**src/rtl/wash_sequencer.sv**
```systemverilog
// Washing machine phase sequencer: IDLE/READY, SOAK/WASH/RINSE/SPIN run phases, PAUSE on open lid, one-cycle DONE.
// Ports: clk, rst_n, start, cancel, lid, mode[1:0] in; state, phase_sel, *_en, busy, paused, done, remaining out.
module wash_sequencer #(
  parameter int CNT_W   = 16,
  parameter int SOAK_T  = 100,
  parameter int WASH_T  = 200,
  parameter int RINSE_T = 150,
  parameter int SPIN_T  = 100
) (
  input  logic             clk,
  input  logic             rst_n,
  input  logic             start,
  input  logic             cancel,
  input  logic             lid,
  input  logic [1:0]       mode,
  output logic [2:0]       state,
  output logic [1:0]       phase_sel,
  output logic             soak_en,
  output logic             wash_en,
  output logic             rinse_en,
  output logic             spin_en,
  output logic             busy,
  output logic             paused,
  output logic             done,
  output logic [CNT_W-1:0] remaining
);

  typedef enum logic [2:0] {
    S_IDLE  = 3'd0,
    S_READY = 3'd1,
    S_SOAK  = 3'd2,
    S_WASH  = 3'd3,
    S_RINSE = 3'd4,
    S_SPIN  = 3'd5,
    S_PAUSE = 3'd6,
    S_DONE  = 3'd7
  } st_t;

  localparam logic [1:0] M_QUICK = 2'b01;
  localparam logic [1:0] M_HEAVY = 2'b11;

  // Counter loads are duration-1 so a phase lasts exactly its duration.
  localparam logic [CNT_W-1:0] L_SOAK  = CNT_W'(SOAK_T - 1);
  localparam logic [CNT_W-1:0] L_WASH  = CNT_W'(WASH_T - 1);
  localparam logic [CNT_W-1:0] L_WASH2 = CNT_W'(2 * WASH_T - 1);
  localparam logic [CNT_W-1:0] L_RINSE = CNT_W'(RINSE_T - 1);
  localparam logic [CNT_W-1:0] L_SPIN  = CNT_W'(SPIN_T - 1);

  st_t              st;
  st_t              saved;
  logic [CNT_W-1:0] cnt;
  logic [1:0]       mode_q;
  logic             rinse_rep;

  always_ff @(posedge clk or negedge rst_n) begin
    if (!rst_n) begin
      st        <= S_IDLE;
      saved     <= S_SOAK;
      cnt       <= '0;
      mode_q    <= 2'b00;
      rinse_rep <= 1'b0;
    end else begin
      unique case (st)
        S_IDLE: begin
          if (start && !lid && !cancel)
            st <= S_READY;
        end
        S_READY: begin
          if (cancel) begin
            st <= S_IDLE;
          end else if (!lid && mode != 2'b00) begin
            mode_q    <= mode;
            rinse_rep <= 1'b0;
            if (mode == M_QUICK) begin
              st  <= S_WASH;
              cnt <= L_WASH;
            end else begin
              st  <= S_SOAK;
              cnt <= L_SOAK;
            end
          end
        end
        S_SOAK, S_WASH, S_RINSE, S_SPIN: begin
          if (cancel) begin
            st  <= S_IDLE;
            cnt <= '0;
          end else if (lid) begin
            st    <= S_PAUSE;
            saved <= st;
          end else if (cnt != '0) begin
            cnt <= cnt - 1'b1;
          end else if (st == S_SOAK) begin
            st  <= S_WASH;
            cnt <= (mode_q == M_HEAVY) ? L_WASH2 : L_WASH;
          end else if (st == S_WASH) begin
            st  <= S_RINSE;
            cnt <= L_RINSE;
          end else if (st == S_RINSE) begin
            // Heavy runs a second rinse before spinning.
            if (mode_q == M_HEAVY && !rinse_rep) begin
              rinse_rep <= 1'b1;
              cnt       <= L_RINSE;
            end else begin
              st  <= S_SPIN;
              cnt <= L_SPIN;
            end
          end else begin
            st  <= S_DONE;
            cnt <= '0;
          end
        end
        S_PAUSE: begin
          if (cancel) begin
            st  <= S_IDLE;
            cnt <= '0;
          end else if (start && !lid) begin
            st <= saved;
          end
        end
        S_DONE: begin
          st <= S_IDLE;
        end
      endcase
    end
  end

  always_comb begin
    phase_sel = 2'b00;
    unique case (st)
      S_WASH:  phase_sel = 2'b01;
      S_RINSE: phase_sel = 2'b10;
      S_SPIN:  phase_sel = 2'b11;
      default: phase_sel = 2'b00;
    endcase
  end

  assign state     = st;
  assign soak_en   = (st == S_SOAK);
  assign wash_en   = (st == S_WASH);
  assign rinse_en  = (st == S_RINSE);
  assign spin_en   = (st == S_SPIN);
  assign paused    = (st == S_PAUSE);
  assign done      = (st == S_DONE);
  assign busy      = soak_en | wash_en | rinse_en | spin_en | paused;
  assign remaining = busy ? cnt : '0;

endmodule

```
**config.mk**
```make
export PLATFORM = sky130hd
export DESIGN_NAME = wash_sequencer
export DESIGN_NICKNAME = d
export VERILOG_FILES = /design/src/rtl/wash_sequencer.sv
export SDC_FILE = /design/constraint.sdc
export NUM_CORES = 1
export LEC_CHECK = 0
export CAP_MARGIN = 20
export CELL_PAD_IN_SITES_DETAIL_PLACEMENT = 0
export CELL_PAD_IN_SITES_GLOBAL_PLACEMENT = 1
export CORE_MARGIN = 3
export CORE_UTILIZATION = 38
export DETAILED_ROUTE_END_ITERATION = 16
export PLACE_DENSITY_LB_ADDON = 0.1
export SYNTH_ARGS = -nofsm -noshare
export SYNTH_HDL_FRONTEND = slang
export SYNTH_SLANG_ARGS = --single-unit
```
**constraint.sdc**
```tcl
create_clock -name clk -period 2.5 [get_ports clk]
set_clock_uncertainty 0.2 [all_clocks]
set_input_delay 0.5 -clock clk [delete_from_list [all_inputs] [get_ports clk]]
set_output_delay 0.5 -clock clk [all_outputs]
set_load 0.02 [all_outputs]
```
Word level (Yosys, flattened, before mapping)
Cells that the tools add are included.

cells by class
  eq/ne operators = 25
  multiplexer cells = 39
  reductions and logical operators = 18
  $add $sub $neg = 1
  bitwise gates (word level) = 5

operators by type and width
  kind                                                                    count
  16-bit two-way mux                                                      10
  16-bit one-hot mux with 3 select lines                                  1
  3-bit two-way mux                                                       12
  2-bit inequality test (second input constant)                           11
  8-bit two-way mux                                                       2
  16-bit nonzero test                                                     1
  16-bit by 1-bit subtractor with 16-bit output (second input constant)   1
  3-bit one-hot mux with 5 select lines                                   1
  3-bit equality test (second input constant)                             4
  1-bit two-way mux                                                       10
  10-bit AND reduction                                                    1
  5-bit AND reduction                                                     2
  9-bit two-way mux                                                       1
  7-bit inequality test (second input constant)                           1
  3-bit by 2-bit equality test with 1-bit output (second input constant)  2
  3-bit inequality test (second input constant)                           2
  2-bit one-hot mux with 3 select lines                                   1
  3-bit AND reduction                                                     2
  1-bit logical AND                                                       4
  4-bit inequality test (second input constant)                           1
  1-bit bitwise OR                                                        4
  2-bit nonzero test                                                      2
  4-bit OR reduction                                                      1
  3-bit by 1-bit equality test with 1-bit output (second input constant)  1
  8 further kinds                                                         10

word-level totals
  word-level logic and storage cells = 93
  flip-flop bits (word level) = 25
  output and inout bits = 28

Logic depth before layout (Yosys ltp)
Gate-level depths: netlist of run 1.

  word-level depth = 10
  gate-level depth with buffers = 8
  depth with buffers taken out = 7

Least setup slack after synthesis of run 1
OpenSTA, ideal clock, no wires.

  path kind = flip-flop to output port
  from = reg st[2], in the netlist state[2]
  to = out remaining[10]
  cell stages (with the launch flop) = 7
  setup slack = -0.118 ns
  path buffers = 3
  data required time = 1.800 ns
  arrival = 1.918 ns
  cells stage by stage = dfrtp_1 -> buf_2 -> and3_1 -> clkbuf_1 -> nor2_1 -> clkbuf_1 -> and2_1

on the way
  word-level cells in the longest chain between the ends = 6

RTL lines
  item                                                                      line      RTL
  from (decl)                                                               49        st_t st;
  from (signal assigned)                                                    117       st <= saved;
  3-bit by 2-bit equality test with 1-bit output, on equally long branches  138, 139
  1-bit bitwise OR (3 in series)                                            144       assign busy = soak_en | wash_en | rinse_en | spin_en | paused;
  1-bit bitwise OR *                                                        144
  named net busy                                                            22        output logic busy,
  16-bit two-way mux *                                                      145       assign remaining = busy ? cnt : '0;
  to (decl)                                                                 25        output logic [CNT_W-1:0] remaining

The timed path passes the listed nets; every way through them passes the cells marked *.

Worst setup path after layout of run 1
  from = reg cnt[1]
  to = reg cnt[8]

on the way
  word-level cells in the longest chain between the ends = 5

RTL lines
  item                                                                                         line    RTL
  from (decl)                                                                                  51      logic [CNT_W-1:0] cnt;
  from (signal assigned)                                                                       91      cnt <= cnt - 1'b1;
  from (signal assigned)                                                                       94      cnt <= (mode_q == M_HEAVY) ? L_WASH2 : L_WASH;
  16-bit by 1-bit subtractor with 16-bit output / 16-bit nonzero test (equally long branches)  91, 90
  16-bit two-way mux *                                                                         90      end else if (cnt != '0) begin
  16-bit two-way mux *                                                                         87      end else if (lid) begin
  16-bit two-way mux *                                                                         84      if (cancel) begin
  16-bit one-hot mux with 3 select lines *                                                     63      unique case (st)

Every way passes the cells marked *; elsewhere a longest branch is shown, timed or not. The select of a mux whose other input is x is not followed.
A chain may end at the register's enable or synchronous reset.

==> results of run 1 <==
-- cell usage after synthesis (all sizes together) (5+ instances only) --
| cell | number | area [um2] |
|---|---|---|
| and2 | 10 | 62.6 |
| clkbuf | 11 | 42.5 |
| mux2 | 5 | 56.3 |
| nand3 | 6 | 30.0 |
| o21ai | 22 | 110 |
| nor2 | 18 | 70.1 |
| dfrtp | 24 | 601 |
| a21oi | 18 | 90.1 |
| inv | 10 | 37.5 |
| o22ai | 6 | 37.5 |
| a31oi | 5 | 37.5 |
| nor3 | 14 | 70.1 |
| nand2 | 20 | 77.6 |
-- flip-flops by register name (all words and copies together), names as in the netlist --
name	flops
state	3
mode_q	2
rinse_rep	1
cnt	16
saved	3
-- per-layer routing --
metal  wire [um]  GRT usage [%]  up-vias
li1            -              -      983
met1        2700           28.6      965
met2        2580           32.3       62
met3         245           2.11       11
met4         107           7.77        0
met5           0              0        -
-- worst max-delay path: stages, from the launching register on --
cell and delay (ps):
sky130_fd_sc_hd__dfrtp_1 420, sky130_fd_sc_hd__inv_1 90, sky130_fd_sc_hd__ha_1 210, sky130_fd_sc_hd__or4b_1 530, sky130_fd_sc_hd__or3_4 400, sky130_fd_sc_hd__nor4_2 270
sky130_fd_sc_hd__o211ai_1 150, sky130_fd_sc_hd__nand3_1 100
-- stage by stage --
step	util [%]	instances	total power [W]	setup slack, ps	hold slack, ps
after global placement	56.4	359	0.00298	24.3	271
after global routing	57.2	363	0.00346	-12.3	327
after floorplan	-	230	0.00202	69.3	4.41
final	57.2	363	0.00320	71.3	290
after CTS	56.9	363	0.00321	15.3	294
after detailed placement	56.4	359	0.00299	-43.7	280
-- what timing repair did --
item,CTS,global route
gates resized for setup,21,5
setup endpoints to repair,21,5
hold buffers,0,0
-- report_power, final --
group / internal (W) / switching (W) / leakage (nW) / total [W]
sequential: 0.000548 / 0.000140 / 0.322 / 0.000687
combinational: 0.00103 / 0.00124 / 0.872 / 0.00226
clock: 0.000115 / 0.000141 / 0.0228 / 0.000255
total: 0.00169 / 0.00152 / 1.22 / 0.00320
-- worst min path at each step --
| stage | from | to | slack, ps | depth (start not counted) |
|---|---|---|---|---|
| 2_1_floorplan | rst_n | cnt[0]$_DFFE_PN0P_ | 4 | 0 |
| 3_3_place_gp | saved[1]$_DFFE_PN1P_ | saved[1]$_DFFE_PN1P_ | 270 | 2 |
| 3_5_place_dp | saved[1]$_DFFE_PN1P_ | saved[1]$_DFFE_PN1P_ | 280 | 2 |
| 4_1_cts | saved[1]$_DFFE_PN1P_ | saved[1]$_DFFE_PN1P_ | 290 | 2 |
| 5_1_grt | saved[1]$_DFFE_PN1P_ | saved[1]$_DFFE_PN1P_ | 330 | 2 |
| 6_report | saved[1]$_DFFE_PN1P_ | saved[1]$_DFFE_PN1P_ | 290 | 2 |
-- cells by family (layout without fill, tap and decap cells) --
| group | after synthesis | count (layout) | share of synthesized area, % |
|---|---|---|---|
| fa+ha+maj | 1 | 1 | 0.676 |
| compound gates | 74 | 74 | 25.4 |
| xor+xnor | 1 | 1 | 0.474 |
| buf+inv | 25 | 93 | 5.41 |
| mux | 5 | 5 | 3.04 |
| simple gates | 99 | 99 | 31.1 |
| flops | 25 | 25 | 33.9 |
-- final cells by class --
cell class	count	area (um2)	area share, %
multi-input cells	180	1130	43.6
well taps	65	81.3	3.14
inverters	10	37.5	1.45
flip-flops and latches	25	628	24.2
repair buffers	79	671	25.9
clock buffers	4	45.0	1.74
==> flow_metrics.py, run 1 <==
metrics = {
    "grt": {
        "grt_antenna_before_repair": 0,
        "grt_max_degree": 26,
        "via_count_of_the_first_global_routing_pass": 1895,
        "globalRoute.totalOverflow": 0,
        "grt_pass1_wl_um": 8980,
        "grt_util_overall_pct": 20.4,
    },
    "cells_and_area": {
        "design_area_um2": 2590,
        "antennaDiodeCount": 0,
        "fillers": 457,
        "most_frequent_cells_in_the_layout": "sky130_fd_sc_hd__buf_4 (44), sky130_fd_sc_hd__dfrtp_1 (23), sky130_fd_sc_hd__dlygate4sd2_1 (20)",
        "final_common_cell": "sky130_fd_sc_hd__buf_4",
        "area_delta_synth_final_pct": 40.3,
        "drive_above_1_share_pct": 23.2,
        "design.final.nets": 307,
    },
    "clocking": {
        "cts-root-to-sink-buffers": 2,
        "post_cts_buffers": 0,
        "clk_root_buffer_cell": "sky130_fd_sc_hd__clkbuf_8",
        "clock_insertion_delay_worst_skew_ps": 280,
        "cts.clk_slew.worst_paths_ps": 90,
        "clock_sinks": 25,
        "cts_tree": "yes",
        "cts_bufs_inserted": 3,
        "htreeDepth": 1,
    },
    "timing": {
        "max_clock_freq_ghz": 0.412,
        "finalHoldViolations": 0,
        "setup_tns_ps": 0,
        "timing_worst_slew_pin_value_ps": 387,
        "final-max-slew-violation-count": 0,
        "unrepaired_setup_endpoints_after_global_routing": "true",
        "worst_slew_margin_rel_pct": 73.5,
        "finalCriticalPeriod_ps": 2430,
        "fin_crit_sh_pct": 97.1,
        "setup_viol": 0,
    },
    "drt": {
        "drc": 0,
        "routed_wirelength_um": 5630,
        "detailed_routing_iterations_pass_1": 4,
        "violation_count_after_the_first_detailed_route_iteration": 165,
        "routed_wire_length_per_instance_um": 15.5,
        "route.antenna.remaining_nets": 0,
        "vias_per_cell": 5.57,
        "vias": 2021,
    },
    "power": {
        "pwr_density_cell_nw_per_um2": 1230,
        "irDropWorstVdd_uv": 603,
        "total_leakage_power_nw": 1.22,
    },
    "setup_path": {
        "r2r_setup_slk_ps": 70,
        "cp_capture_type": "flop",
        "critical_path.reg2reg.endpoint": "cnt[8]$_DFFE_PN0P_",
        "worst-path-max-fanout": 5,
        "reg2regPathDepth": 7,
        "cp.required_ps": 2520,
        "crit_path_start_kind": "flop",
        "cp.arrival_ps": 2450,
        "capture_point_of_the_worst_path": "cnt[8]$_DFFE_PN0P_",
        "timing_worst_setup_path_type": "reg -> reg",
        "timing.critical_path.from": "cnt[1]$_DFFE_PN0P_",
        "launch_instance_of_the_worst_register_to_register_path": "cnt[1]$_DFFE_PN0P_",
    },
    "place": {
        "detailedPlacementHpwl_um": 4300,
        "area_after_dpl_um2": 2560,
        "globalplace.congestion": 0.857,
        "numPortBuffers": 34,
    },
    "die": {
        "effective_utilization_at_floorplan_pct": 40.8,
        "chipHeight_um": 75.8,
        "top_level_ports": 35,
        "die_extent_in_x_um": 75.8,
        "floorplan.die_area_um2": 5740,
        "core_um2": 4530,
        "std_cell_rows": 24,
    },
    "synth": {
        "yosys_warnings": 0,
        "postSynthNetCount": 238,
        "avgSynthCellArea_um2": 8.04,
        "dominantRegCellSynth": "sky130_fd_sc_hd__dfrtp_1",
        "yosysSeqAreaShare_pct": 33.9,
        "synth_enable_flop_cells": 0,
        "synth-seq-cells": 25,
        "syn-instance-count": 230,
        "synth.cell_area_um2": 1850,
        "postSynth.asyncResetShare_pct": 100,
        "synth.distinct_cells": 57,
    },
    "hold_path": {
        "min-delay-path-class": "reg -> reg",
    },
    "flow_run": {
        "max_cap_violations": 0,
    },
    "outcome": {
        "status": "complete, no violations",
    },
}
Power figures use the tool's default switching activity.
==> inputs of run 2 (changes only) <==
--- a/config.mk
+++ b/config.mk
@@ -8,6 +8,7 @@
 export CAP_MARGIN = 20
 export CELL_PAD_IN_SITES_DETAIL_PLACEMENT = 0
 export CELL_PAD_IN_SITES_GLOBAL_PLACEMENT = 1
+export CORE_ASPECT_RATIO = 1.2
 export CORE_MARGIN = 3
 export CORE_UTILIZATION = 38
 export DETAILED_ROUTE_END_ITERATION = 16
==> run 2 against run 1 <==
Sequential share of layout area down 0.31 points. Cell area up 1.5%. Register-to-register slack better by 50 ps. Hold slack better by 3.4 ps. Largest power group unchanged. Flip-flop and latch count unchanged. Highest routed layer unchanged. Critical path depth down 2. Cell count down 1.1%. Fmax up 0.60%. Sequential power up 2%.
==> flow_metrics.py, run 2 (same netlist as run 1, synthesis figures left out) <==
metrics = {
    "cells_and_area": {
        "antennaDiodeCount": 0,
        "area_delta_synth_final_pct": 42.4,
        "final_core_util_pct": 56.9,
        "largest_reg_flops": 16,
        "most_frequent_cells_in_the_layout": "sky130_fd_sc_hd__buf_4 (47), sky130_fd_sc_hd__dfrtp_1 (22), sky130_fd_sc_hd__o21ai_0 (20)",
        "drive_above_1_share_pct": 24.9,
        "design.final.nets": 310,
        "regMostFlops": "cnt",
        "final_common_cell": "sky130_fd_sc_hd__buf_4",
        "design_area_um2": 2630,
        "final_cells": 359,
    },
    "setup_path": {
        "crit_path_start_kind": "flop",
        "worst_path_largest_cell_delay_ps": 450,
        "cp.required_ps": 1800,
        "timing_worst_setup_path_type": "reg -> out",
        "cp.arrival_ps": 1710,
        "worstPathCellList": "and3_1, nor2_1, buf_4, and2_1, dlygate4sd2_1",
        "timing.critical_path.slowest_stage_cell": "sky130_fd_sc_hd__dfrtp_1",
        "worst-path-max-fanout": 13,
        "cp_capture_type": "output port",
    },
    "clocking": {
        "cts.hold.buffers_added": 0,
        "cts_tree": "yes",
        "cts-root-to-sink-buffers": 2,
        "clock_insertion_delay_worst_skew_ps": 280,
        "clk_root_buffer_cell": "sky130_fd_sc_hd__clkbuf_8",
        "post_cts_buffers": 0,
        "clock_sinks": 25,
        "htreeDepth": 1,
        "cts_bufs_inserted": 3,
        "cts_resized": 21,
        "cts.clk_slew.worst_paths_ps": 100,
    },
    "die": {
        "std_cell_rows": 27,
        "die_extent_in_x_um": 69.7,
        "top_level_ports": 35,
        "floorplan.die_area_um2": 5740,
        "core_um2": 4630,
        "effective_utilization_at_floorplan_pct": 40.0,
        "chipHeight_um": 82.4,
    },
    "drt": {
        "routed_wirelength_um": 5860,
        "violation_count_after_the_first_detailed_route_iteration": 162,
        "detailed_routing_iterations_pass_1": 4,
        "vias_per_cell": 5.53,
        "vias": 1987,
        "route.antenna.remaining_nets": 0,
        "drc": 0,
        "routed_wire_length_per_instance_um": 16.3,
    },
    "timing": {
        "worst_slew_margin_rel_pct": 64.4,
        "setup_tns_ps": 0,
        "setup_viol": 0,
        "final-max-slew-violation-count": 0,
        "finalHoldViolations": 0,
        "fin_crit_sh_pct": 96.6,
        "timing_worst_slew_pin_value_ps": 533,
        "unrepaired_setup_endpoints_after_global_routing": "false",
        "finalCriticalPeriod_ps": 2410,
        "max_clock_freq_ghz": 0.414,
    },
    "grt": {
        "globalRoute.totalOverflow": 0,
        "grt_util_overall_pct": 21.4,
        "via_count_of_the_first_global_routing_pass": 1899,
        "grt_pass1_wl_um": 9580,
        "grt_antenna_before_repair": 0,
        "grt_max_degree": 26,
    },
    "place": {
        "placed_cells_incl_taps": 355,
        "detailedPlacementHpwl_um": 4520,
        "globalplace.congestion": 0.869,
        "numPortBuffers": 34,
        "area_after_dpl_um2": 2570,
    },
    "flow_run": {
        "max_cap_violations": 0,
    },
    "power": {
        "power.total_w": 0.00332,
        "pwr_density_cell_nw_per_um2": 1260,
        "irDropWorstVdd_uv": 515,
        "total_leakage_power_nw": 1.24,
    },
    "hold_path": {
        "min-delay-path-class": "reg -> reg",
    },
    "outcome": {
        "status": "complete, no violations",
    },
}
## run 2: cell types whose count changed in the layout (fill, tap and decap cells not counted), sizes merged
cell,previous run,this run
dlymetal6s2s,2,3
clkdlybuf4s50,12,10
clkbuf,4,3
clkinv,0,1
dlygate4sd2,20,14
clkdlybuf4s15,0,7
buf,45,48
## run 2: worst paths after layout
check | from | depth (start not counted) | slack [ps] | end
worst max-delay path | state[0]$_DFFE_PN0P_ | 5 | 90 | remaining[5]
worst min-delay path | saved[1]$_DFFE_PN1P_ | 2 | 290 | saved[1]$_DFFE_PN1P_
min in group asynchronous | rst_n | 2 | 390 | cnt[15]$_DFFE_PN0P_
worst min register to register | saved[1]$_DFFE_PN1P_ | 2 | 290 | saved[1]$_DFFE_PN1P_
worst max register to register | cnt[1]$_DFFE_PN0P_ | 8 | 120 | cnt[8]$_DFFE_PN0P_
max in group asynchronous | rst_n | 2 | 1410 | saved[1]$_DFFE_PN1P_
## run 2: cell type report
cell class / count / area [um2]
inverters: 10 / 37.5
flip-flops and latches: 25 / 629
clock buffers: 3 / 41.3
multi-input cells: 180 / 1140
fillers: 441 / 2000
repair buffers: 82 / 703
clock inverters: 1 / 5.00
well taps: 58 / 72.6
## run 2: metal layers
metal | wire [um] | vias up | track usage [%]
met3 | 186 | 11 | 2.30
met1 | 2680 | 942 | 26.3
met4 | 119 | 0 | 7.47
li1 | - | 981 | -
met2 | 2870 | 53 | 39.1
met5 | 0 | - | 0
## run 2: power by group
part / switching (W) / internal [W] / total [W]
clock: 0.000151 / 0.000112 / 0.000264
combinational: 0.00126 / 0.00109 / 0.00235
sequential: 0.000154 / 0.000549 / 0.000702
## run 2: per-stage QoR
stage	hold slack [ps]	setup slack, ps
5_1_grt	316	3.22
2_1_floorplan	4.41	69.3
4_1_cts	295	3.98
6_report	294	85.7
3_3_place_gp	269	-1.85
3_5_place_dp	288	-81.0
## run 2: critical path: cells and delay by family, from the launching register on
| kind | cells | cell delay, ps |
|---|---|---|
| simple gates | 3 | 460 |
| flops | 1 | 450 |
| buf+inv | 2 | 510 |
